==> src/rtl/id_pkg.sv <==
// Shared ID-stage definitions: immediate extension modes and skid-buffer occupancy states.
package id_pkg;

    localparam int IMM_MODE_W = 2;

    localparam logic [IMM_MODE_W-1:0] IMM_SIGN   = 2'b00;
    localparam logic [IMM_MODE_W-1:0] IMM_ZERO   = 2'b01;
    localparam logic [IMM_MODE_W-1:0] IMM_UPPER  = 2'b10;
    localparam logic [IMM_MODE_W-1:0] IMM_BRANCH = 2'b11;

    typedef enum logic [1:0] {
        OCC_EMPTY = 2'b00,
        OCC_ONE   = 2'b01,
        OCC_FULL  = 2'b10
    } occ_state_t;

endpackage : id_pkg

==> src/rtl/imm_extend_core.sv <==
// Combinational immediate extender: SIGN, ZERO, UPPER and BRANCH (sign-extended, shifted left 2).
module imm_extend_core
    import id_pkg::*;
#(
    parameter int IN_W  = 16,
    parameter int OUT_W = 32
) (
    input  logic [IN_W-1:0]       imm,
    input  logic [IMM_MODE_W-1:0] mode,
    output logic [OUT_W-1:0]      ext_value
);

    localparam int PAD_W = OUT_W - IN_W;

    logic [OUT_W-1:0] sign_ext;
    logic [OUT_W-1:0] zero_ext;
    logic [OUT_W-1:0] upper_ext;
    logic [OUT_W-1:0] branch_ext;

    // Bit-wise construction keeps every index in range for any legal IN_W/OUT_W pair.
    generate
        for (genvar gi = 0; gi < OUT_W; gi++) begin : g_bit
            if (gi < IN_W) begin : g_low
                assign sign_ext[gi] = imm[gi];
                assign zero_ext[gi] = imm[gi];
            end else begin : g_high
                assign sign_ext[gi] = imm[IN_W-1];
                assign zero_ext[gi] = 1'b0;
            end
            if (gi >= PAD_W) begin : g_up
                assign upper_ext[gi] = imm[gi-PAD_W];
            end else begin : g_up_zero
                assign upper_ext[gi] = 1'b0;
            end
        end
    endgenerate

    // Top two bits of the sign-extended value fall off the end.
    assign branch_ext = {sign_ext[OUT_W-3:0], 2'b00};

    always_comb begin
        ext_value = sign_ext;
        case (mode)
            IMM_SIGN:   ext_value = sign_ext;
            IMM_ZERO:   ext_value = zero_ext;
            IMM_UPPER:  ext_value = upper_ext;
            IMM_BRANCH: ext_value = branch_ext;
            default:    ext_value = sign_ext;
        endcase
    end

endmodule : imm_extend_core

==> src/rtl/imm_extend_pipe.sv <==
// Pipelined immediate extender with a 2-entry skid buffer (output reg + skid reg).
// Optional accepted-beat counter enabled by defining IMM_EXT_STATS_EN.
module imm_extend_pipe
    import id_pkg::*;
#(
    parameter int IN_W  = 16,
    parameter int OUT_W = 32,
    parameter int TAG_W = 5
) (
    input  logic                  clk,
    input  logic                  rst_n,
    input  logic                  in_valid,
    output logic                  in_ready,
    input  logic [IN_W-1:0]       in_imm,
    input  logic [IMM_MODE_W-1:0] in_mode,
    input  logic [TAG_W-1:0]      in_tag,
    output logic                  out_valid,
    input  logic                  out_ready,
    output logic [OUT_W-1:0]      out_data,
    output logic [TAG_W-1:0]      out_tag,
    output logic [15:0]           stat_count
);

    generate
        if (OUT_W <= IN_W) begin : g_bad_out_w
            $error("imm_extend_pipe: OUT_W must be greater than IN_W");
        end
        if (IN_W < 2) begin : g_bad_in_w
            $error("imm_extend_pipe: IN_W must be at least 2");
        end
    endgenerate

    occ_state_t state_reg;
    occ_state_t state_next;

    logic [OUT_W-1:0] or_data_reg;
    logic [TAG_W-1:0] or_tag_reg;
    logic [OUT_W-1:0] sr_data_reg;
    logic [TAG_W-1:0] sr_tag_reg;

    logic [OUT_W-1:0] ext_value;
    logic             in_accept;
    logic             out_drain;
    logic             or_load_in;
    logic             or_load_sr;
    logic             sr_load;

    // Extension happens before storage so both registers hold final operands.
    imm_extend_core #(
        .IN_W  (IN_W),
        .OUT_W (OUT_W)
    ) u_core (
        .imm       (in_imm),
        .mode      (in_mode),
        .ext_value (ext_value)
    );

    // Both handshake outputs depend only on registered occupancy.
    assign in_ready  = (state_reg != OCC_FULL);
    assign out_valid = (state_reg != OCC_EMPTY);
    assign out_data  = or_data_reg;
    assign out_tag   = or_tag_reg;

    assign in_accept = in_valid && in_ready;
    assign out_drain = out_valid && out_ready;

    always_ff @(posedge clk) begin
        if (!rst_n) begin
            state_reg <= OCC_EMPTY;
        end else begin
            state_reg <= state_next;
        end
    end

    always_comb begin
        state_next = state_reg;
        or_load_in = 1'b0;
        or_load_sr = 1'b0;
        sr_load    = 1'b0;
        case (state_reg)
            OCC_EMPTY: begin
                if (in_accept) begin
                    state_next = OCC_ONE;
                    or_load_in = 1'b1;
                end
            end
            OCC_ONE: begin
                case ({in_accept, out_drain})
                    2'b10: begin
                        state_next = OCC_FULL;
                        sr_load    = 1'b1;
                    end
                    2'b11: begin
                        state_next = OCC_ONE;
                        or_load_in = 1'b1;
                    end
                    2'b01: begin
                        state_next = OCC_EMPTY;
                    end
                    default: begin
                        state_next = OCC_ONE;
                    end
                endcase
            end
            OCC_FULL: begin
                if (out_drain) begin
                    state_next = OCC_ONE;
                    or_load_sr = 1'b1;
                end
            end
            default: begin
                state_next = OCC_EMPTY;
            end
        endcase
    end

    always_ff @(posedge clk) begin
        if (!rst_n) begin
            or_data_reg <= '0;
            or_tag_reg  <= '0;
            sr_data_reg <= '0;
            sr_tag_reg  <= '0;
        end else begin
            if (or_load_in) begin
                or_data_reg <= ext_value;
                or_tag_reg  <= in_tag;
            end else if (or_load_sr) begin
                or_data_reg <= sr_data_reg;
                or_tag_reg  <= sr_tag_reg;
            end
            if (sr_load) begin
                sr_data_reg <= ext_value;
                sr_tag_reg  <= in_tag;
            end
        end
    end

`ifdef IMM_EXT_STATS_EN
    logic [15:0] stat_count_reg;

    always_ff @(posedge clk) begin
        if (!rst_n) begin
            stat_count_reg <= '0;
        end else if (in_accept) begin
            stat_count_reg <= stat_count_reg + 16'd1;
        end
    end

    assign stat_count = stat_count_reg;
`else
    assign stat_count = '0;
`endif

endmodule : imm_extend_pipe

==> config.mk <==
export PLATFORM = sky130hd
export DESIGN_NAME = imm_extend_pipe
export DESIGN_NICKNAME = d
export VERILOG_FILES = /design/src/rtl/id_pkg.sv /design/src/rtl/imm_extend_core.sv /design/src/rtl/imm_extend_pipe.sv
export SDC_FILE = /design/constraint.sdc
export NUM_CORES = 1
export LEC_CHECK = 0
export ABC_AREA = 1
export CELL_PAD_IN_SITES_DETAIL_PLACEMENT = 0
export CELL_PAD_IN_SITES_GLOBAL_PLACEMENT = 1
export CORE_MARGIN = 8
export CORE_UTILIZATION = 39
export CTS_BUF_LIST = sky130_fd_sc_hd__clkbuf_8
export CTS_CLUSTER_SIZE = 28
export DETAILED_ROUTE_END_ITERATION = 8
export PLACE_DENSITY = 0.86
export SYNTH_ARGS = -nofsm -noshare
export SYNTH_HDL_FRONTEND = slang
export SYNTH_SLANG_ARGS = --single-unit
==> constraint.sdc <==
create_clock -name clk -period 3.03 [get_ports clk]
set_input_delay 0.4545 -clock clk [delete_from_list [all_inputs] [get_ports clk]]
set_output_delay 0.4545 -clock clk [all_outputs]
set_load 0.05 [all_outputs]
==> reports/metrics.cfg <==
[synthesis]
netlist_area_sq_mm=0.00373
synth_area_leaders=dfxtp_1 (41%), nand2_1 (13%), nor2_1 (9.9%)
ys.flop_type=dfxtp_1
ys_types=30
synth_fa_ha_area_frac=0.00336
synth-xor-area-share=0
synth_largest_area_cell=dfxtp_1
yosys.area.top_type_share=0.408
async_flop_share=0
synth-simple-area-share=0.325
synth_seq_cells=76
synth.area.mux_share=0
synth_warnings=0
yosysMostFrequentCell=nand2_1
synth_compound_area_frac=0.149
syn_area_per_cell_sq_um=6.74
synth_edf_count=0
synth_top_family_by_area=simple AND/OR/NAND/NOR gates
synthCells=553
ys_top_cells_by_count=nand2_1 (125), nor2_1 (98), dfxtp_1 (76), o21ai_0 (73), nand3_1 (37)
yosysSeqAreaShare=0.408

[run]
maxCapViolCount=0

[cts]
htree_levels=3
path_clk_slew_ns=0.07
worstSkewPairLatency_ns=0.35
clkSinkCount=76
cts_resized=0
holdBufCountCts=0
numCtsBuffers=9
root_buffer=clkbuf_8
postCtsSetupRepairBufs=0
cts_tree=built
clockBufferDepth=2

[floorplan]
initial_core_util=0.403
die_h_microns=114
die-area_sq_mm=0.0129
placementRows=35
ios=82
chipWidth_microns=114
coreArea_sq_mm=0.00924

[timing]
worstMarginPinSlew_ns=0.640
min_period_ns=2.20
setup_ws_ns=0.826
finalSetupViolations=0
max_slew_margin=0.573
fin_crit_sh=0.727
clock_skew_ns=0.00987
slew_viol_final=0
finalSetupTns_ns=0
rsz0062_at_grt=no
hold_viol_final=0
fmax_ghz=0.454

[setup_path]
worstPathRequired_ns=2.58
slowest_delay_ns=0.81
path_depth=3
crit_fanout=5
cp_num_buf_inv=2
crit_type=flip-flop to output pin
cp-start-kind=flip-flop
path_cells=nor2_1, inv_1, clkdlybuf4s50_1
reg2reg_depth=6
crit_slowest_cell=clkdlybuf4s50_1
cp.arrival_ns=1.75
path_delay_family=buffers and inverters
endpoint_kind=output pin

[global_routing]
grt_max_degree=42
antenna_found_initial=0
gr-usage-met2=0.246
globalRouteOverflowTotal=0
grt_use_total=0.159
met1_usage=0.205
grt_busiest_layer=met2
grt_pass1_wl_mm=16.7
grt_pass1_vias=3314
grt_util_met3=0.0534

[placement]
place_ws_ns=0.628
place_congestion=0.861
portBuffers=65
dp_hpwl_mm=6.75

[routing]
wl_per_cell_microns=13.8
viasPerCell=4.81
drt-total-wl_mm=10.2
detail_route.iter0.violations=222
via_count=3532
firstDrtPassIters=4
ant_nets=0
drc=0

[layout]
drive_gt1_frac=0.0693
seqCellArea_sq_mm=0.00152
n_antenna_cell=0
final_core_util=0.495
fillers=946
multiInputGateArea_sq_mm=0.00184
nets=629
syn2layout_area_growth_pct=22.8

[hold_path]
hold_class=flip-flop to flip-flop
hold_depth=2

[power_and_ir_drop]
p_leak_nw=2.03
peakVddDrop_mv=0.225
power_density_mw_per_mm2=596

[run_status]
status=completed

==> where the power goes <==
part | switching [mW] | internal (mW) | leakage, nW
combinational | 0.468 | 0.219 | 1.28
clock | 0.379 | 0.546 | 0.123
sequential | 0.0399 | 1.08 | 0.623
==> through the flow <==
step / cell area [sq um] / hold slack [ns] / std cells / total power [mW]
CTS: 4580 / 0.489 / 735 / 2.75
finish: 4580 / 0.485 / 735 / 2.73
floorplan: 3780 / 0.446 / 568 / 1.64
detailed placement: 4340 / 0.469 / 719 / 1.83
global placement: 4340 / 0.461 / 719 / 1.82
global route: 4580 / 0.522 / 735 / 2.87
==> worst register-to-register path, cell delays in order, from the launching register on <==
cell and delay, ns:
dfxtp_1 0.37, nor2_2 0.16, nand2_2 0.24, inv_2 0.54, nand2_1 0.11, and2_0 0.20
nor2_1 0.08
==> metal layers <==
metal	part of all wire	vias to the layer above	wire length, microns
met5	0	-	0
met3	0.075	8	766
met1	0.46	1596	4640
li1	-	1828	-
met4	0.0086	0	87
met2	0.46	100	4660
==> kinds of logic (layout without fill, tap and decap cells) <==
logic type / Yosys count / after routing
other: 1 / 16
AND/OR/NAND/NOR: 287 / 287
buffers and inverters: 78 / 116
flip-flops: 76 / 76
AO/OA/AOI/OAI: 110 / 110
adder cells (fa/ha/maj): 1 / 1
==> final cells by class <==
class | count | area share
Clock buffer | 9 | 0.0271
Clock inverter | 7 | 0.0249
Inverter | 26 | 0.0219
Multi-Input combinational cell | 414 | 0.403
Sequential cell | 76 | 0.333
Tap cell | 129 | 0.0353
Timing Repair Buffer | 74 | 0.156
==> placed cells by master, fill, tap and decap left out, types with 2 or more instances in the layout <==
master / synthesis / final
clkbuf_8: 0 / 9
o21ai_1: 8 / 8
a21oi_1: 28 / 28
o21ai_0: 73 / 73
bufinv_16: 0 / 3
nand2_2: 3 / 3
clkinv_2: 0 / 3
and2_1: 5 / 5
conb_1: 1 / 16
nand3_1: 37 / 37
buf_4: 23 / 9
nand2_1: 125 / 125
inv_2: 4 / 4
or2_0: 2 / 2
clkdlybuf4s50_1: 0 / 64
nor3_2: 2 / 2
inv_1: 21 / 21
and2_0: 8 / 8
dfxtp_1: 76 / 76
nor2_1: 98 / 98
nor2_2: 2 / 2
==> final timing paths <==
kind / from / end / slack (ns)
worst min-delay path: out_data[31] / out_data[31] / 0.49
worst max register to register: state_reg[1] / out_data[5] / 1.28
worst max-delay path: state_reg[1] / out_valid / 0.83
worst min register to register: out_data[31] / out_data[31] / 0.49
No activity file was read; power rests on OpenSTA's default activity.
==> RTL edit: new RTL, same settings <==
Build with the macro `IMM_EXT_STATS_EN` defined.
--- a/src/rtl/imm_extend_pipe.sv
+++ b/src/rtl/imm_extend_pipe.sv
@@ -2,2 +2,4 @@
 // Optional accepted-beat counter enabled by defining IMM_EXT_STATS_EN.
+`define IMM_EXT_STATS_EN
+
 module imm_extend_pipe
Formal check against the unedited RTL: not equivalent (Yosys sat finds a counterexample within 4 cycles, from zero or initial values and one cycle with rst_n low).
==> RTL edit against the unedited design <==
- synthesized area up 9.4%
- die area is 8.1% higher
- cell area is 13% higher
- total power rose by 7.8%
- sequential cell count grew 16
- non-clock buffer count increased by 15
- routed wire length up 14%
- worst setup slack better by 9.2 ps
- final cell count up 7.9%
- critical endpoint unchanged
==> RTL edit: results (changes against the unedited design) <==
| Metric | Value |
|---|---|
| Commonest cells in the netlist | `o21ai_0 (111), nor2_1 (106), dfxtp_1 (92), nand2_1 (92), a21oi_1 (46)` |
| IO Port Bufs | `81 (+25%)` |
| Post-synth cell types | `26 (-13%)` |
| Pleak | `2.08 nW (+2.5%)` |
| Fin nets | `681 (+8.3%)` |
| Global-route wire length before repair | `19300 um (+16%)` |
| Vias | `4056 (+15%)` |
| Met2 WL | `5460 um (+17%)` |
| Gr usage total | `16.4% (+0.59 points)` |
| Maximum clock path buffer count | `2 (unchanged)` |
| VDD IR-drop max | `0.267 mV (+19%)` |
| Initial DRC Count | `270 (+22%)` |
| Synth area leaders | `dfxtp_1 (45%), o21ai_0 (14%), nor2_1 (9.8%)` |
| Sequential cell area fraction in the yosys report | `45.2% (+4.3 points)` |
| CP max FO | `4 (-1)` |
| Status | `completed` |
| Worst slew pin tran | `552 ps (-88.2 ps)` |
| Clk_skew | `7.74 ps (-2.13 ps)` |
| Reg2Reg Depth | `8 (+2)` |
| Worst-path clk slew | `approximately 80 ps` |
| Final HPWL DP | `8000 um (+19%)` |
| Area post-placement | `4940 um^2 (+14%)` |
| GP Congestion | `0.855 (-0.70%)` |
| Share of post-route cells with drive strength above 1 | `5.48% (-1.5 points)` |
| Fin area | `5160 um^2 (+13%)` |
| Ant diodes | `0 (unchanged)` |
| Filler instances | `1062 (+12%)` |
| Pint | `2.00 mW (+8.8%)` |
| M1 WL | `5340 um (+15%)` |
| Routed wire length | `11600 um (+14%)` |
| Largest net degree at the start of global routing | `44 (+4.8%)` |
-- RTL edit: changes by cell type in the layout (fill, tap and decap cells not counted), moves of 8 or more --
cell,before,now
o21ai_0,73,111
nand2_1,125,92
nand3_1,37,8
inv_1,21,44
a21oi_1,28,46
clkdlybuf4s50_1,64,80
conb_1,16,0
dfxtp_1,76,92
o22ai_1,0,14
and2_0,8,0
nor2_1,98,106
-- RTL edit: final timing paths --
kind / from / endpoint / slack [ps]
worst max register to register: state_reg[0]$_SDFFE_PN0P_ / out_tag[0]$_SDFFE_PN0P_ / 1080
worst min register to register: sr_tag_reg[0]$_SDFFE_PN0P_ / sr_tag_reg[0]$_SDFFE_PN0P_ / 460
worst max-delay path: state_reg[1]$_SDFFE_PN0P_ / out_valid / 840
worst min-delay path: sr_tag_reg[0]$_SDFFE_PN0P_ / sr_tag_reg[0]$_SDFFE_PN0P_ / 460
-- RTL edit: area by class of cell --
cell class	count	area (um^2)	share of cell area, %
clock buffers	10	138	2.67
inverters	48	181	3.52
clock inverters	6	78.8	1.53
repair buffers	89	866	16.8
multi-input cells	412	1890	36.5
well taps	136	170	3.30
flip-flops and latches	92	1840	35.7
-- RTL edit: routing by layer --
metal	vias to the layer above	global-route usage, %
li1	2055	-
met1	1878	20.9
met3	16	3.00
met4	0	6.24
met2	107	27.1
met5	-	0
-- RTL edit: power groups by stage --
stage	logic [mW]	clock network [mW]	registers (mW)
floorplan	0.272	0	1.56
global placement	0.680	0	1.37
detailed placement	0.690	0	1.37
CTS	0.692	0.927	1.34
global route	0.746	0.977	1.36
finish	0.688	0.908	1.34
-- RTL edit: tightest hold or removal path, stage by stage, from the launching register on --
cell and delay [ps]:
dfxtp_1 310, inv_1 60, a21oi_1 50
-- RTL edit: cell families after synthesis --
| group | synth area share [%] |
|---|---|
| AND/OR/NAND/NOR | 22.3 |
| AO/OA/AOI/OAI | 23.1 |
| adder cells (fa/ha/maj) | 0.613 |
| buffers and inverters | 8.62 |
| XOR/XNOR | 0.215 |
| flip-flops | 45.2 |
-- RTL edit: per-stage QoR --
stage	utilization [%]	hold slack [ps]	worst slack (ps)	std cells	power, mW
floorplan	-	425	1350	586	1.83
global route	50.4	487	767	793	3.08
CTS	50.4	458	819	793	2.96
global placement	48.3	434	664	777	2.05
finish	50.4	456	835	793	2.94
detailed placement	48.3	444	577	777	2.06
